**src/rtl/fsqrt_seq_unit_if.sv**
```systemverilog
// Request/response bundle of the FP32 square-root unit.
// master: start/flush/a/rm out; slave: ready/valid/result/fflags out.
interface fsqrt_seq_unit_if;
  logic        start;
  logic        flush;
  logic [31:0] a;
  logic [2:0]  rm;
  logic        ready;
  logic        valid;
  logic [31:0] result;
  logic [4:0]  fflags;

  modport master (
    output start, flush, a, rm,
    input  ready, valid, result, fflags
  );

  modport slave (
    input  start, flush, a, rm,
    output ready, valid, result, fflags
  );
endinterface

```
**src/rtl/fsqrt_seq_unit.sv**
```systemverilog
// Sequential FP32 square root, 25-step restoring recurrence.
// Ports: clk, rst_n (async low), io (slave: start/flush/a/rm -> ready/valid/result/fflags).
module fsqrt_seq_unit (
  input  logic              clk,
  input  logic              rst_n,
  fsqrt_seq_unit_if.slave   io
);

  typedef enum logic [2:0] {
    IDLE, PREP, ITER, ROUND, DONE
  } state_t;

  state_t      state;
  logic [31:0] a_q;
  logic [2:0]  rm_q;
  logic [4:0]  cnt;
  logic [49:0] x;
  logic [24:0] q;
  logic [27:0] r;
  logic [7:0]  eh;
  logic [31:0] res_s;
  logic [4:0]  flg_s;

  // operand classification
  logic        sgn;
  logic [7:0]  ex;
  logic [22:0] fr;
  logic        is_nan;
  logic        is_inf;
  logic        is_zero;
  logic        is_sub;

  assign sgn     = a_q[31];
  assign ex      = a_q[30:23];
  assign fr      = a_q[22:0];
  assign is_nan  = (ex == 8'hFF) && (fr != 23'd0);
  assign is_inf  = (ex == 8'hFF) && (fr == 23'd0);
  assign is_zero = (ex == 8'h00) && (fr == 23'd0);
  assign is_sub  = (ex == 8'h00) && (fr != 23'd0);

  // normalization and radicand setup
  logic [23:0] m0;
  logic [4:0]  lz;
  logic [23:0] m_n;
  logic [8:0]  e_n;
  logic [49:0] x_n;

  assign m0 = {1'b0, fr};

  always_comb begin
    lz = 5'd0;
    for (int i = 0; i < 24; i++)
      if (m0[i]) lz = 5'(23 - i);
  end

  assign m_n = is_sub ? (m0 << lz) : {1'b1, fr};
  assign e_n = is_sub ? (9'(-126) - {4'd0, lz})
                      : ({1'b0, ex} - 9'd127);
  // odd exponent: fold one factor of two into the radicand
  assign x_n = e_n[0] ? {m_n, 26'd0}
                      : {1'b0, m_n, 25'd0};

  // one restoring step
  logic [27:0] r_sh;
  logic [27:0] trial;
  logic        ge;

  assign r_sh  = (r << 2) | {26'd0, x[49:48]};
  assign trial = {1'b0, q, 2'b01};
  assign ge    = r_sh >= trial;

  // rounding
  logic        guard;
  logic        sticky;
  logic        rm_up;
  logic        rm_dn;
  logic        inc;
  logic        carry;
  logic [22:0] frac;
  logic [7:0]  exp8;

  assign guard  = q[0];
  assign sticky = r != 28'd0;
  assign rm_up  = rm_q == 3'b011;
  assign rm_dn  = (rm_q == 3'b001) || (rm_q == 3'b010);

  always_comb begin
    inc = 1'b0;
    unique case (1'b1)
      rm_up:   inc = guard | sticky;
      rm_dn:   inc = 1'b0;
      default: inc = guard;
    endcase
  end

  // q[24] is always set, so only the fraction can overflow
  assign carry = inc & (&q[23:1]);
  assign frac  = q[23:1] + {22'd0, inc};
  assign exp8  = eh + 8'd127 + {7'd0, carry};

  always_ff @(posedge clk or negedge rst_n) begin
    if (!rst_n) begin
      state     <= IDLE;
      a_q       <= 32'd0;
      rm_q      <= 3'd0;
      cnt       <= 5'd0;
      x         <= 50'd0;
      q         <= 25'd0;
      r         <= 28'd0;
      eh        <= 8'd0;
      res_s     <= 32'd0;
      flg_s     <= 5'd0;
      io.ready  <= 1'b1;
      io.valid  <= 1'b0;
      io.result <= 32'd0;
      io.fflags <= 5'd0;
    end else begin
      io.valid <= 1'b0;
      if (io.flush) begin
        state    <= IDLE;
        io.ready <= 1'b1;
      end else begin
        unique case (state)
          IDLE: begin
            if (io.start) begin
              a_q      <= io.a;
              rm_q     <= io.rm;
              state    <= PREP;
              io.ready <= 1'b0;
            end
          end
          PREP: begin
            if (is_nan) begin
              res_s <= 32'h7FC00000;
              flg_s <= {~fr[22], 4'd0};
              state <= DONE;
            end else if (is_zero) begin
              res_s <= a_q;
              flg_s <= 5'd0;
              state <= DONE;
            end else if (sgn) begin
              res_s <= 32'h7FC00000;
              flg_s <= 5'b10000;
              state <= DONE;
            end else if (is_inf) begin
              res_s <= 32'h7F800000;
              flg_s <= 5'd0;
              state <= DONE;
            end else begin
              x     <= x_n;
              eh    <= e_n[8:1];
              q     <= 25'd0;
              r     <= 28'd0;
              cnt   <= 5'd24;
              state <= ITER;
            end
          end
          ITER: begin
            x <= x << 2;
            q <= {q[23:0], ge};
            r <= ge ? (r_sh - trial) : r_sh;
            if (cnt == 5'd0) state <= ROUND;
            else             cnt   <= cnt - 5'd1;
          end
          ROUND: begin
            res_s <= {1'b0, exp8, frac};
            flg_s <= {4'd0, guard | sticky};
            state <= DONE;
          end
          DONE: begin
            io.valid  <= 1'b1;
            io.result <= res_s;
            io.fflags <= flg_s;
            io.ready  <= 1'b1;
            state     <= IDLE;
          end
          default: begin
            state    <= IDLE;
            io.ready <= 1'b1;
          end
        endcase
      end
    end
  end

endmodule

```
**src/flat_wrapper.sv**
```systemverilog
// flat-port wrapper written by rule: the top's interface ports become plain ports
module fsqrt_seq_unit_flat 
  (clk, rst_n, io_start, io_flush, io_a, io_rm, io_ready, io_valid, io_result, io_fflags);
  fsqrt_seq_unit_if io_i ();
  input  logic clk;
  input  logic rst_n;
  input wire logic [$bits(io_i.start)-1:0] io_start;
  input wire logic [$bits(io_i.flush)-1:0] io_flush;
  input wire logic [$bits(io_i.a)-1:0] io_a;
  input wire logic [$bits(io_i.rm)-1:0] io_rm;
  output wire logic [$bits(io_i.ready)-1:0] io_ready;
  output wire logic [$bits(io_i.valid)-1:0] io_valid;
  output wire logic [$bits(io_i.result)-1:0] io_result;
  output wire logic [$bits(io_i.fflags)-1:0] io_fflags;
  assign io_i.start = io_start;
  assign io_i.flush = io_flush;
  assign io_i.a = io_a;
  assign io_i.rm = io_rm;
  assign io_ready = io_i.ready;
  assign io_valid = io_i.valid;
  assign io_result = io_i.result;
  assign io_fflags = io_i.fflags;
  fsqrt_seq_unit u_core (.clk(clk), .rst_n(rst_n), .io(io_i));
endmodule
```
**config.mk**
```make
export PLATFORM = sky130hd
export DESIGN_NAME = fsqrt_seq_unit_flat
export DESIGN_NICKNAME = d
export VERILOG_FILES = /design/src/rtl/fsqrt_seq_unit_if.sv /design/src/rtl/fsqrt_seq_unit.sv /design/src/flat_wrapper.sv
export SDC_FILE = /design/constraint.sdc
export NUM_CORES = 1
export LEC_CHECK = 0
export ABC_CLOCK_PERIOD_IN_PS = 3530
export CORE_ASPECT_RATIO = 1.1
export CORE_MARGIN = 5
export CORE_UTILIZATION = 40
export DETAILED_ROUTE_END_ITERATION = 12
export SLEW_MARGIN = 40
export SYNTH_ARGS = -nofsm -noshare
export SYNTH_HDL_FRONTEND = slang
export SYNTH_SLANG_ARGS = --single-unit
```
**constraint.sdc**
```tcl
create_clock -name clk -period 3.53 [get_ports clk]
set_input_delay 0.353 -clock clk [delete_from_list [all_inputs] [get_ports clk]]
set_output_delay 0.353 -clock clk [all_outputs]
set_load 0.02 [all_outputs]
```
==> impl_metrics.csv, run 1 <==
group,metric,value,unit
grt,track_usage,21.3,%
critical_path,cp_common_cell,"a21oi_1",
logic_synthesis,synthDominantCellAreaShare,39.7,%
timing,relSlewSlack,50.5,%
cells_and_area,final_common_cell,"dfrtp_1",
cells_and_area,final_nets,1549,
critical_path,worstPathCellList,"inv_1, ha_1, a21oi_1, a21oi_1, or4_1, a21oi_2, o21ai_1, a31oi_1, nand2b_1, mux2i_1, a2111oi_1, a21oi_1",
cells_and_area,drive_gt1_share,15.6,%
critical_path,cpPeakStageDelay,0.56,ns
floorplanning,pin_count,78,
critical_path,worstSetupPathType,"flop to flop",
clock_tree,cts_tree,"yes",
logic_synthesis,syn_area_per_cell,9.01,um2
floorplanning,start_util,40.7,%
power,combPwrFrac,52.4,%
timing,rsz0062_at_grt,"false",
logic_synthesis,ys_types,91,
route,drtIter0Drc,807,
power,leakage,6.27,nW
floorplanning,rows,67,
timing,clock_skew,0.0171,ns
floorplanning,dieHeight,195,um
power,power_density,816,mW/mm2
cells_and_area,multi_input_area,0.00698,mm2
clock_tree,path_clk_slew,0.08,ns
power,p_sw_share,43.5,%
route,drt_first_pass_iters,6,
logic_synthesis,ys_top_cells_by_area,"dfrtp_1, mux2_2, o21ai_0",
place,gp_congestion,1.01,
logic_synthesis,ys_seq_area_share,39.9,%
clock_tree,clk_root_buffer_cell,"clkbuf_16",
clock_tree,clk_path_buf_depth,2,
cells_and_area,n_antenna_cell,0,
place,io_buffers,74,
floorplanning,dieArea,0.0348,mm2
critical_path,start_kind,"flop",
route,wirelength,36800,um
critical_path,slowest_stage,"or4_1",
grt,antenna_found_initial,0,
power,power_frac_seq,30.0,%
route,via_count,10900,
logic_synthesis,ys_ff_latch,199,
clock_tree,htree_levels,4,
critical_path,end_kind,"flop",
cells_and_area,final_cell_mix,"dfrtp_1, nand2_1, o21ai_0, nor2_1, buf_4",
worst_hold_path,hold_path.class,"flop to flop",
power,fin_total_pwr,12.0,mW
status,outcome,"completed",
grt,grt_pass1_vias,10800,
logic_synthesis,yosysWarningCount,0,
logic_synthesis,synth-async-reset-ratio,100,%
floorplanning,coreArea,0.0306,mm2
timing,post-route-period-util,94.6,%
route,avgViaCountPerCell,5.74,
power,max-vdd-ir-drop,383,uV
route,route.detailed.wl_per_inst,19.3,um
power,clkPwrFrac,17.7,%
cells_and_area,fillCellCount,2933,
cells_and_area,area.growth.synth_to_final,18.0,%
logic_synthesis,synth_edf_count,0,
timing,finalSetupViolCount,0,
route,drtAntennaViolNets,0,
logic_synthesis,yosysTopAreaCell,"dfrtp_1",
critical_path,critPathArrivalTime,3.64,ns
timing,fin_crit,3.34,ns
critical_path,worst_ep_required_time,3.84,ns
clock_tree,clkLatencyLatePin,0.45,ns
cells_and_area,seq_area,0.00498,mm2
timing,finalSetupTns,0,ns
timing,max_freq,300,MHz
grt,grt_max_degree,97,
logic_synthesis,ys.flop_type,"dfrtp_1",
grt,grt_pass1_wl,59500,um
timing,slew_viol_final,0,
timing,tightest_slew,0.743,ns
job,drv_cap,0,
power,p_switching,5.22,mW
route,drc,0,
critical_path,critPathMaxFanout,5,
clock_tree,numCtsBuffers,17,
clock_tree,cts_setup_buffers,0,
power,p_int,6.78,mW
place,hpwlAfterDp,27900,um
floorplanning,die_w,178,um
logic_synthesis,syn_area,0.0125,mm2
timing,hold_violations,0,
clock_tree,cts.sinks,199,
grt,grt.overflow.total,0,
logic_synthesis,synthCells,1384,
-- cell families after synthesis --
family / count (synthesis) / synth area share [%]
XOR/XNOR: 55 / 3.86
flip-flops: 199 / 39.9
multiplexers: 104 / 9.10
other: 1 / 0.0301
AO/OA/AOI/OAI: 414 / 21.5
AND/OR/NAND/NOR: 439 / 17.4
adder cells (fa/ha/maj): 36 / 3.61
buffers and inverters: 136 / 4.56
-- power by group through the flow --
stage          clock network [mW]  registers (mW)  logic [mW]
6_report                     2.12            3.60        6.28
3_5_place_dp                    0            3.63        6.16
2_1_floorplan                   0            3.42        4.52
5_1_grt                      2.26            3.69        6.98
3_3_place_gp                    0            3.62        6.19
4_1_cts                      2.17            3.59        6.20
-- synth_stat cells, types with 10 or more instances --
cell,instances
dfrtp_1,198
mux2_2,75
o31ai_1,25
xor2_1,12
o211ai_1,18
nor4_1,16
xnor2_1,43
a21o_1,14
ha_1,36
o21ai_0,139
nor3_1,32
and3_1,17
nor2_1,82
mux2i_1,29
inv_1,45
nand4_1,17
o21a_1,10
a31oi_1,15
a22oi_1,10
clkbuf_1,53
a21oi_1,81
buf_2,22
nand2_1,144
nand3_1,65
-- final timing paths --
path	startpoint	endpoint	cells after the start	slack, ns
setup / recovery	u_core.q[1]	u_core.r[25]	12	0.19
hold / removal	u_core.res_s[6]	u_core.res_s[6]	2	0.48
setup reg to reg	u_core.q[1]	u_core.r[25]	12	0.19
hold reg to reg	u_core.res_s[6]	u_core.res_s[6]	2	0.48
max in group asynchronous	rst_n	u_core.io.ready	3	2.01
min in group asynchronous	rst_n	u_core.io.result[27]	2	0.50
-- registers in the layout (all words and copies together) (netlist names) --
name / cells
u_core.rm_q: 3
u_core.cnt: 5
u_core.x: 25
u_core.a_q: 32
u_core.r: 28
u_core.q: 25
u_core.flg_s: 2
u_core.io.valid: 1
u_core.io.ready: 1
u_core.state: 3
u_core.io.fflags: 2
u_core.eh: 8
u_core.res_s: 32
u_core.io.result: 32
-- area by class of cell --
class / instances / share of cell area, %
tap: 414 / 3.52
inverter: 46 / 1.17
clock buffer: 18 / 2.99
sequential: 199 / 33.9
timing repair buffer: 159 / 9.68
multi-input combinational: 1051 / 47.4
clock inverter: 14 / 1.36
-- routing by layer --
metal  share of wire [%]  up-vias  global-route usage (%)
li1                    -     5241                       -
met1                  43     5279                    27.0
met2                  49      310                    36.6
met3                 4.3       83                    3.06
met4                 3.6        0                    8.25
met5                   0        -                       0
-- repair_timing --
| item | CTS | global route |
|---|---|---|
| endpoints found under the setup margin | 0 | 10 |
| gates resized for setup | 0 | 5 |
| endpoints found under the hold margin | 0 | 43 |
| hold buffers | 0 | 1 |
-- through the flow --
stage	instance area (um2)	instances	setup slack [ns]	hold WS (ns)	utilization (%)
2_1_floorplan	12500	1386	0.656	0.0574	-
3_3_place_gp	14000	1868	0.249	0.458	45.8
3_5_place_dp	14000	1868	0.199	0.460	45.8
4_1_cts	14700	1900	0.158	0.00191	47.9
5_1_grt	14700	1901	0.000738	0.490	48.1
6_report	14700	1901	0.192	0.475	48.1
-- critical path, delay by kind of cell, from the launching register on --
| family | cells | cell delay [ns] |
|---|---|---|
| flops | 1 | 0.41 |
| mux | 1 | 0.15 |
| compound gates | 7 | 1.50 |
| simple gates | 2 | 0.73 |
| buf+inv | 1 | 0.08 |
| fa+ha+maj | 1 | 0.34 |
(Power assumes the default switching activity.)
==> run 2: changes to the inputs <==
--- a/config.mk
+++ b/config.mk
@@ -10,6 +10,7 @@
 export CORE_MARGIN = 5
 export CORE_UTILIZATION = 40
 export DETAILED_ROUTE_END_ITERATION = 12
+export RECOVER_POWER = 50
 export SLEW_MARGIN = 40
 export SYNTH_ARGS = -nofsm -noshare
 export SYNTH_HDL_FRONTEND = slang
==> run 2 against run 1 <==
Largest cell class unchanged; critical endpoint unchanged; worst hold slack improved by 0.00087 ns; utilization shrank 0.086 points; wire length about the same; clock skew up 0.0020 ns; critical path type unchanged; register-to-register slack lost 0.02 ns; the run now ends with capacitance limit, slew limit left; non-clock buffer count did not move; via count decreased by 0.46%; sequential cell count unchanged.
==> impl_metrics.csv, run 2 (synthesis gave the netlist of run 1 again) <==
group,metric,value,unit
status,outcome,"complete, but fails checks",
status,violations,"capacitance limit, slew limit",
grt,track_usage,21.3,%
floorplanning,pin_count,78,
timing,finalSetupTns,0,ns
timing,max_freq,298,MHz
critical_path,crit_family,"compound AO/OA/AOI/OAI gates",
cells_and_area,final_common_cell,"dfrtp_1",
critical_path,end_kind,"flop",
clock_tree,clk_root_buffer_cell,"clkbuf_16",
cells_and_area,fin_area,0.0147,mm2
clock_tree,cts_tree,"yes",
critical_path,cp.depth,12,
critical_path,crit_start,"u_core.q[1]",
cells_and_area,n_antenna_cell,0,
floorplanning,dieHeight,195,um
power,p_int,6.77,mW
timing,finalSetupViolCount,0,
grt,antenna_found_initial,0,
place,io_buffers,74,
timing,relSlewSlack,-59.8,%
critical_path,critPathCapture,"u_core.r[25]",
power,clkPwrFrac,17.7,%
timing,tightest_slew,2.40,ns
power,power_frac_seq,29.9,%
route,wirelength,36800,um
route,drtAntennaViolNets,0,
worst_hold_path,hold_path.class,"flop to flop",
timing,hold_violations,0,
clock_tree,clk_path_buf_depth,2,
critical_path,slowest_stage,"or4_1",
critical_path,cpPeakStageDelay,0.56,ns
grt,grt.overflow.total,0,
route,avgViaCountPerCell,5.71,
cells_and_area,drive_gt1_share,15.5,%
critical_path,critPathBufInv,1,
place,gp_congestion,1.01,
power,p_switching,5.23,mW
cells_and_area,final_nets,1549,
critical_path,worstSetupPathType,"flop to flop",
critical_path,timing.rr.start,"u_core.q[1]",
power,p_sw_share,43.6,%
route,route.detailed.wl_per_inst,19.4,um
route,drc,0,
clock_tree,clkLatencyLatePin,0.45,ns
floorplanning,coreArea,0.0306,mm2
critical_path,r2r_slack,0.17,ns
timing,slew_viol_final,167,
timing,fin_crit,3.36,ns
power,power_density,817,mW/mm2
critical_path,worstPathCellList,"inv_1, ha_1, a21oi_1, a21oi_1, or4_1, a21oi_2, o21ai_1, a31oi_1, nand2b_1, mux2i_1, a2111oi_1, a21oi_1",
grt,grt_pass1_vias,10800,
clock_tree,cts.sinks,199,
job,drv_cap,3,
route,drtIter0Drc,807,
floorplanning,dieArea,0.0348,mm2
clock_tree,htree_levels,4,
critical_path,cp_common_cell,"a21oi_1",
critical_path,r2r_cells,12,
grt,grt_max_degree,97,
cells_and_area,area.growth.synth_to_final,17.8,%
timing,rsz0062_at_grt,"false",
worst_hold_path,hold_start,"u_core.res_s[6]",
critical_path,start_kind,"flop",
route,drt_first_pass_iters,5,
clock_tree,cts_setup_buffers,0,
clock_tree,path_clk_slew,0.08,ns
power,leakage,6.29,nW
timing,clock_skew,0.0191,ns
floorplanning,rows,67,
critical_path,critPathArrivalTime,3.66,ns
place,hpwlAfterDp,27900,um
critical_path,critPathMaxFanout,5,
clock_tree,numCtsBuffers,17,
grt,grt_pass1_wl,59500,um
critical_path,worst_ep_required_time,3.83,ns
critical_path,r2r_end,"u_core.r[25]",
cells_and_area,top_regs,"u_core.a_q: 32 flops, u_core.io.result: 32 flops, u_core.res_s: 32 flops",
power,combPwrFrac,52.4,%
timing,post-route-period-util,95.1,%
power,max-vdd-ir-drop,382,uV
floorplanning,start_util,40.7,%
place,placed_cell_area,0.0140,mm2
floorplanning,die_w,178,um
cells_and_area,final_cell_mix,"dfrtp_1, nand2_1, o21ai_0, nor2_1, a21oi_1",
route,via_count,10900,
## run 2: cell count changes in the layout (fill, tap and decap cells not counted)
| cell | delta |
|---|---|
| buf_4 | -3 |
| buf_8 | -1 |
| clkbuf_4 | +1 |
| clkbuf_2 | +1 |
| buf_6 | +1 |
| dlygate4sd3_1 | +12 |
| clkdlybuf4s50_1 | -12 |
| clkbuf_1 | +2 |
| buf_12 | -1 |
## run 2: how the worst min path moves through the flow
stage,cells past startpoint,slack (ns),endpoint
CTS,1,0.002,u_core.res_s[3]
floorplan,0,0.06,u_core.a_q[0]
global placement,2,0.46,u_core.res_s[6]
finish,2,0.48,u_core.res_s[6]
global route,2,0.49,u_core.a_q[21]
detailed placement,2,0.46,u_core.res_s[6]
## run 2: worst min-delay path, stage by stage, from the launching register on
cell,delay [ns]
dfrtp_1,0.34
nand2_1,0.05
o31ai_1,0.05
## run 2: area by class of cell
type / count / area, um2
fillers: 2935 / 15900
repair buffers: 159 / 1400
clock buffers: 18 / 439
clock inverters: 14 / 200
multi-input cells: 1051 / 6980
inverters: 46 / 173
well taps: 414 / 518
flip-flops and latches: 199 / 4980
## run 2: timing repair
action,4_1_cts,5_1_grt
hold buffers,0,1
resized for setup,0,5
endpoints found under the setup margin,0,10
hold endpoints to repair,0,43
## run 2: through the flow
| stage | hold WS [ns] | setup WS, ns | std cells | util, % | power [mW] |
|---|---|---|---|---|---|
| 5_1_grt | 0.491 | 0.000738 | 1901 | 48.0 | 12.9 |
| 2_1_floorplan | 0.0574 | 0.656 | 1386 | - | 7.93 |
| 3_5_place_dp | 0.460 | 0.199 | 1868 | 45.8 | 9.79 |
| 6_report | 0.476 | 0.175 | 1901 | 48.0 | 12.0 |
| 4_1_cts | 0.00191 | 0.158 | 1900 | 47.9 | 12.0 |
| 3_3_place_gp | 0.458 | 0.249 | 1868 | 45.8 | 9.80 |
## run 2: power groups by stage
| stage | logic, mW | registers [mW] | clock network (mW) |
|---|---|---|---|
| 3_5_place_dp | 6.16 | 3.63 | 0 |
| 2_1_floorplan | 4.52 | 3.42 | 0 |
| 4_1_cts | 6.20 | 3.59 | 2.17 |
| 5_1_grt | 6.97 | 3.69 | 2.26 |
| 3_3_place_gp | 6.19 | 3.62 | 0 |
| 6_report | 6.29 | 3.59 | 2.12 |
## run 2: layer usage
layer	wire length, um	vias to the layer above	GRT usage (%)
met3	1310	83	3.06
met4	1320	0	8.25
met2	18200	266	36.6
met1	15900	5273	27.0
met5	0	-	0
li1	-	5241	-
==> run 3: changes to the inputs <==
--- a/config.mk
+++ b/config.mk
@@ -5,13 +5,13 @@
 export SDC_FILE = /design/constraint.sdc
 export NUM_CORES = 1
 export LEC_CHECK = 0
-export ABC_CLOCK_PERIOD_IN_PS = 3530
+export ABC_CLOCK_PERIOD_IN_PS = 3700
 export CORE_ASPECT_RATIO = 1.1
-export CORE_MARGIN = 5
+export CORE_MARGIN = 2
 export CORE_UTILIZATION = 40
 export DETAILED_ROUTE_END_ITERATION = 12
 export RECOVER_POWER = 50
-export SLEW_MARGIN = 40
+export SLEW_MARGIN = 20
 export SYNTH_ARGS = -nofsm -noshare
 export SYNTH_HDL_FRONTEND = slang
 export SYNTH_SLANG_ARGS = --single-unit
==> constraint.sdc (replaced) <==
create_clock -name clk -period 3.7 [get_ports clk]
set_input_delay 0.37 -clock clk [delete_from_list [all_inputs] [get_ports clk]]
set_output_delay 0.37 -clock clk [all_outputs]
set_load 0.02 [all_outputs]
==> run 3 against run 2 <==
The run still ends with capacitance limit, slew limit left; maximum frequency fell by 4.7%; combinational power fell by 6.7%; largest cell class unchanged; non-clock buffer count decreased by 19; critical endpoint is now u_core.x[46]; highest routed layer unchanged; sequential share of layout area rose by 0.49 points.
==> impl_metrics.csv, run 3 (synthesis gave the netlist of run 1 again) <==
group,metric,value,unit
floorplanning,coreArea,0.0306,mm2
place,hpwlAfterDp,28500,um
critical_path,crit_start,"u_core.a_q[17]",
grt,grt_max_degree,68,
timing,slew_viol_final,177,
timing,hold_violations,0,
route,avgViaCountPerCell,5.81,
status,outcome,"complete, but fails checks",
grt,grt_pass1_wl,61400,um
cells_and_area,top_regs,"u_core.a_q: 32 flops, u_core.io.result: 32 flops, u_core.res_s: 32 flops",
timing,finalSetupTns,0,ns
floorplanning,rows,67,
grt,track_usage,24.1,%
clock_tree,path_clk_slew,0.09,ns
critical_path,start_kind,"flop",
worst_hold_path,hold_path.class,"input pin to asynchronous set/reset pin",
timing,finalSetupViolCount,0,
cells_and_area,drive_gt1_share,14.3,%
route,wirelength,38100,um
cells_and_area,final_cell_mix,"dfrtp_1, nand2_1, o21ai_0, nor2_1, a21oi_1",
grt,grt_pass1_vias,10900,
critical_path,worstPathCellList,"or4_4, o21a_4, nand2_4, mux2i_1, mux2i_1, a22oi_1, a21oi_1, o32ai_2, or2_2, a31oi_1",
power,power_density,778,mW/mm2
timing,post-route-period-util,95.2,%
power,leakage,6.17,nW
route,drtIter0Drc,773,
place,gp_congestion,0.957,
route,drt_first_pass_iters,5,
job,drv_cap,4,
clock_tree,htree_levels,4,
timing,max_freq,284,MHz
critical_path,end_kind,"flop",
power,fin_total_pwr,11.3,mW
floorplanning,dieHeight,189,um
grt,grt.overflow.total,0,
clock_tree,clkLatencyLatePin,0.45,ns
floorplanning,dieArea,0.0326,mm2
cells_and_area,area.growth.synth_to_final,16.1,%
floorplanning,die_w,172,um
timing,fin_crit,3.52,ns
route,via_count,10900,
timing,rsz0062_at_grt,"false",
clock_tree,cts_tree,"yes",
place,io_buffers,74,
power,max-vdd-ir-drop,302,uV
timing,hold-worst-slack,0.427,ns
critical_path,cp_common_cell,"mux2i_1",
clock_tree,clk_root_buffer_cell,"clkbuf_16",
critical_path,critPathArrivalTime,3.84,ns
clock_tree,numCtsBuffers,17,
route,drc,0,
cells_and_area,final_nets,1530,
cells_and_area,fillCellCount,2992,
critical_path,critPathMaxFanout,16,
clock_tree,clk_path_buf_depth,2,
route,route.detailed.wl_per_inst,20.2,um
status,violations,"capacitance limit, slew limit",
grt,antenna_found_initial,0,
critical_path,timing.rr.start,"u_core.a_q[17]",
cells_and_area,final_common_cell,"dfrtp_1",
critical_path,worstSetupPathType,"flop to flop",
timing,tightest_slew,2.14,ns
critical_path,slowest_stage,"or4_4",
floorplanning,start_util,40.7,%
clock_tree,cts.sinks,199,
critical_path,cpPeakStageDelay,0.66,ns
cells_and_area,n_antenna_cell,0,
route,drtAntennaViolNets,0,
timing,clock_skew,0.0181,ns
critical_path,worst_ep_required_time,4.02,ns
floorplanning,pin_count,78,
timing,relSlewSlack,-42.9,%
[run 3: routing by layer]
metal	global-route usage [%]	vias to the layer above	routed length, um
li1	-	5207	-
met1	30.2	5378	16000
met2	42.4	273	19500
met3	2.78	69	1200
met4	8.95	0	1320
met5	0	-	0
[run 3: area by class of cell]
| cell class | count | area (um2) | area share, % |
|---|---|---|---|
| timing repair buffer | 140 | 1260 | 8.73 |
| tap | 414 | 518 | 3.58 |
| inverter | 46 | 173 | 1.19 |
| clock buffer | 18 | 429 | 2.96 |
| multi-input combinational | 1051 | 6960 | 48.0 |
| sequential | 199 | 4980 | 34.4 |
| clock inverter | 14 | 159 | 1.10 |
[run 3: worst max-delay path, delay by kind of cell (launching register included)]
family           cells  cell delay [ns]
AO/OA/AOI/OAI        5             1.19
flip-flops           1             0.59
multiplexers         2             0.55
AND/OR/NAND/NOR      3             1.05
[run 3: per-stage QoR]
step                cells  area (um2)  setup WS, ns  util, %
finish               1882       14500         0.179     47.3
floorplan            1386       12500         0.826        -
global route         1882       14500       0.00993     47.3
detailed placement   1847       13900        0.0784     45.4
CTS                  1880       14500        0.0250     47.3
global placement     1847       13900        0.0491     45.4
[run 3: power by group]
| part | switching, mW | total [mW] | internal, mW |
|---|---|---|---|
| Sequential | 0.723 | 3.50 | 2.78 |
| Combinational | 3.35 | 5.87 | 2.52 |
| Clock | 0.934 | 1.90 | 0.967 |
[run 3: repair_timing]
action	4_1_cts	5_1_grt
endpoints found under the hold margin	44	0
endpoints found under the setup margin	0	6
gates resized for setup	0	3
setup buffers	0	2
hold buffers	1	0
[run 3: worst paths after layout]
check	to	slack [ns]	cells after the start
max	u_core.x[46]	0.18	10
max in group asynchronous	u_core.x[39]	0.91	3
min	u_core.io.result[4]	0.43	2
max reg2reg	u_core.x[46]	0.18	10
min in group clk	u_core.res_s[3]	0.48	2
min reg2reg	u_core.res_s[3]	0.48	2
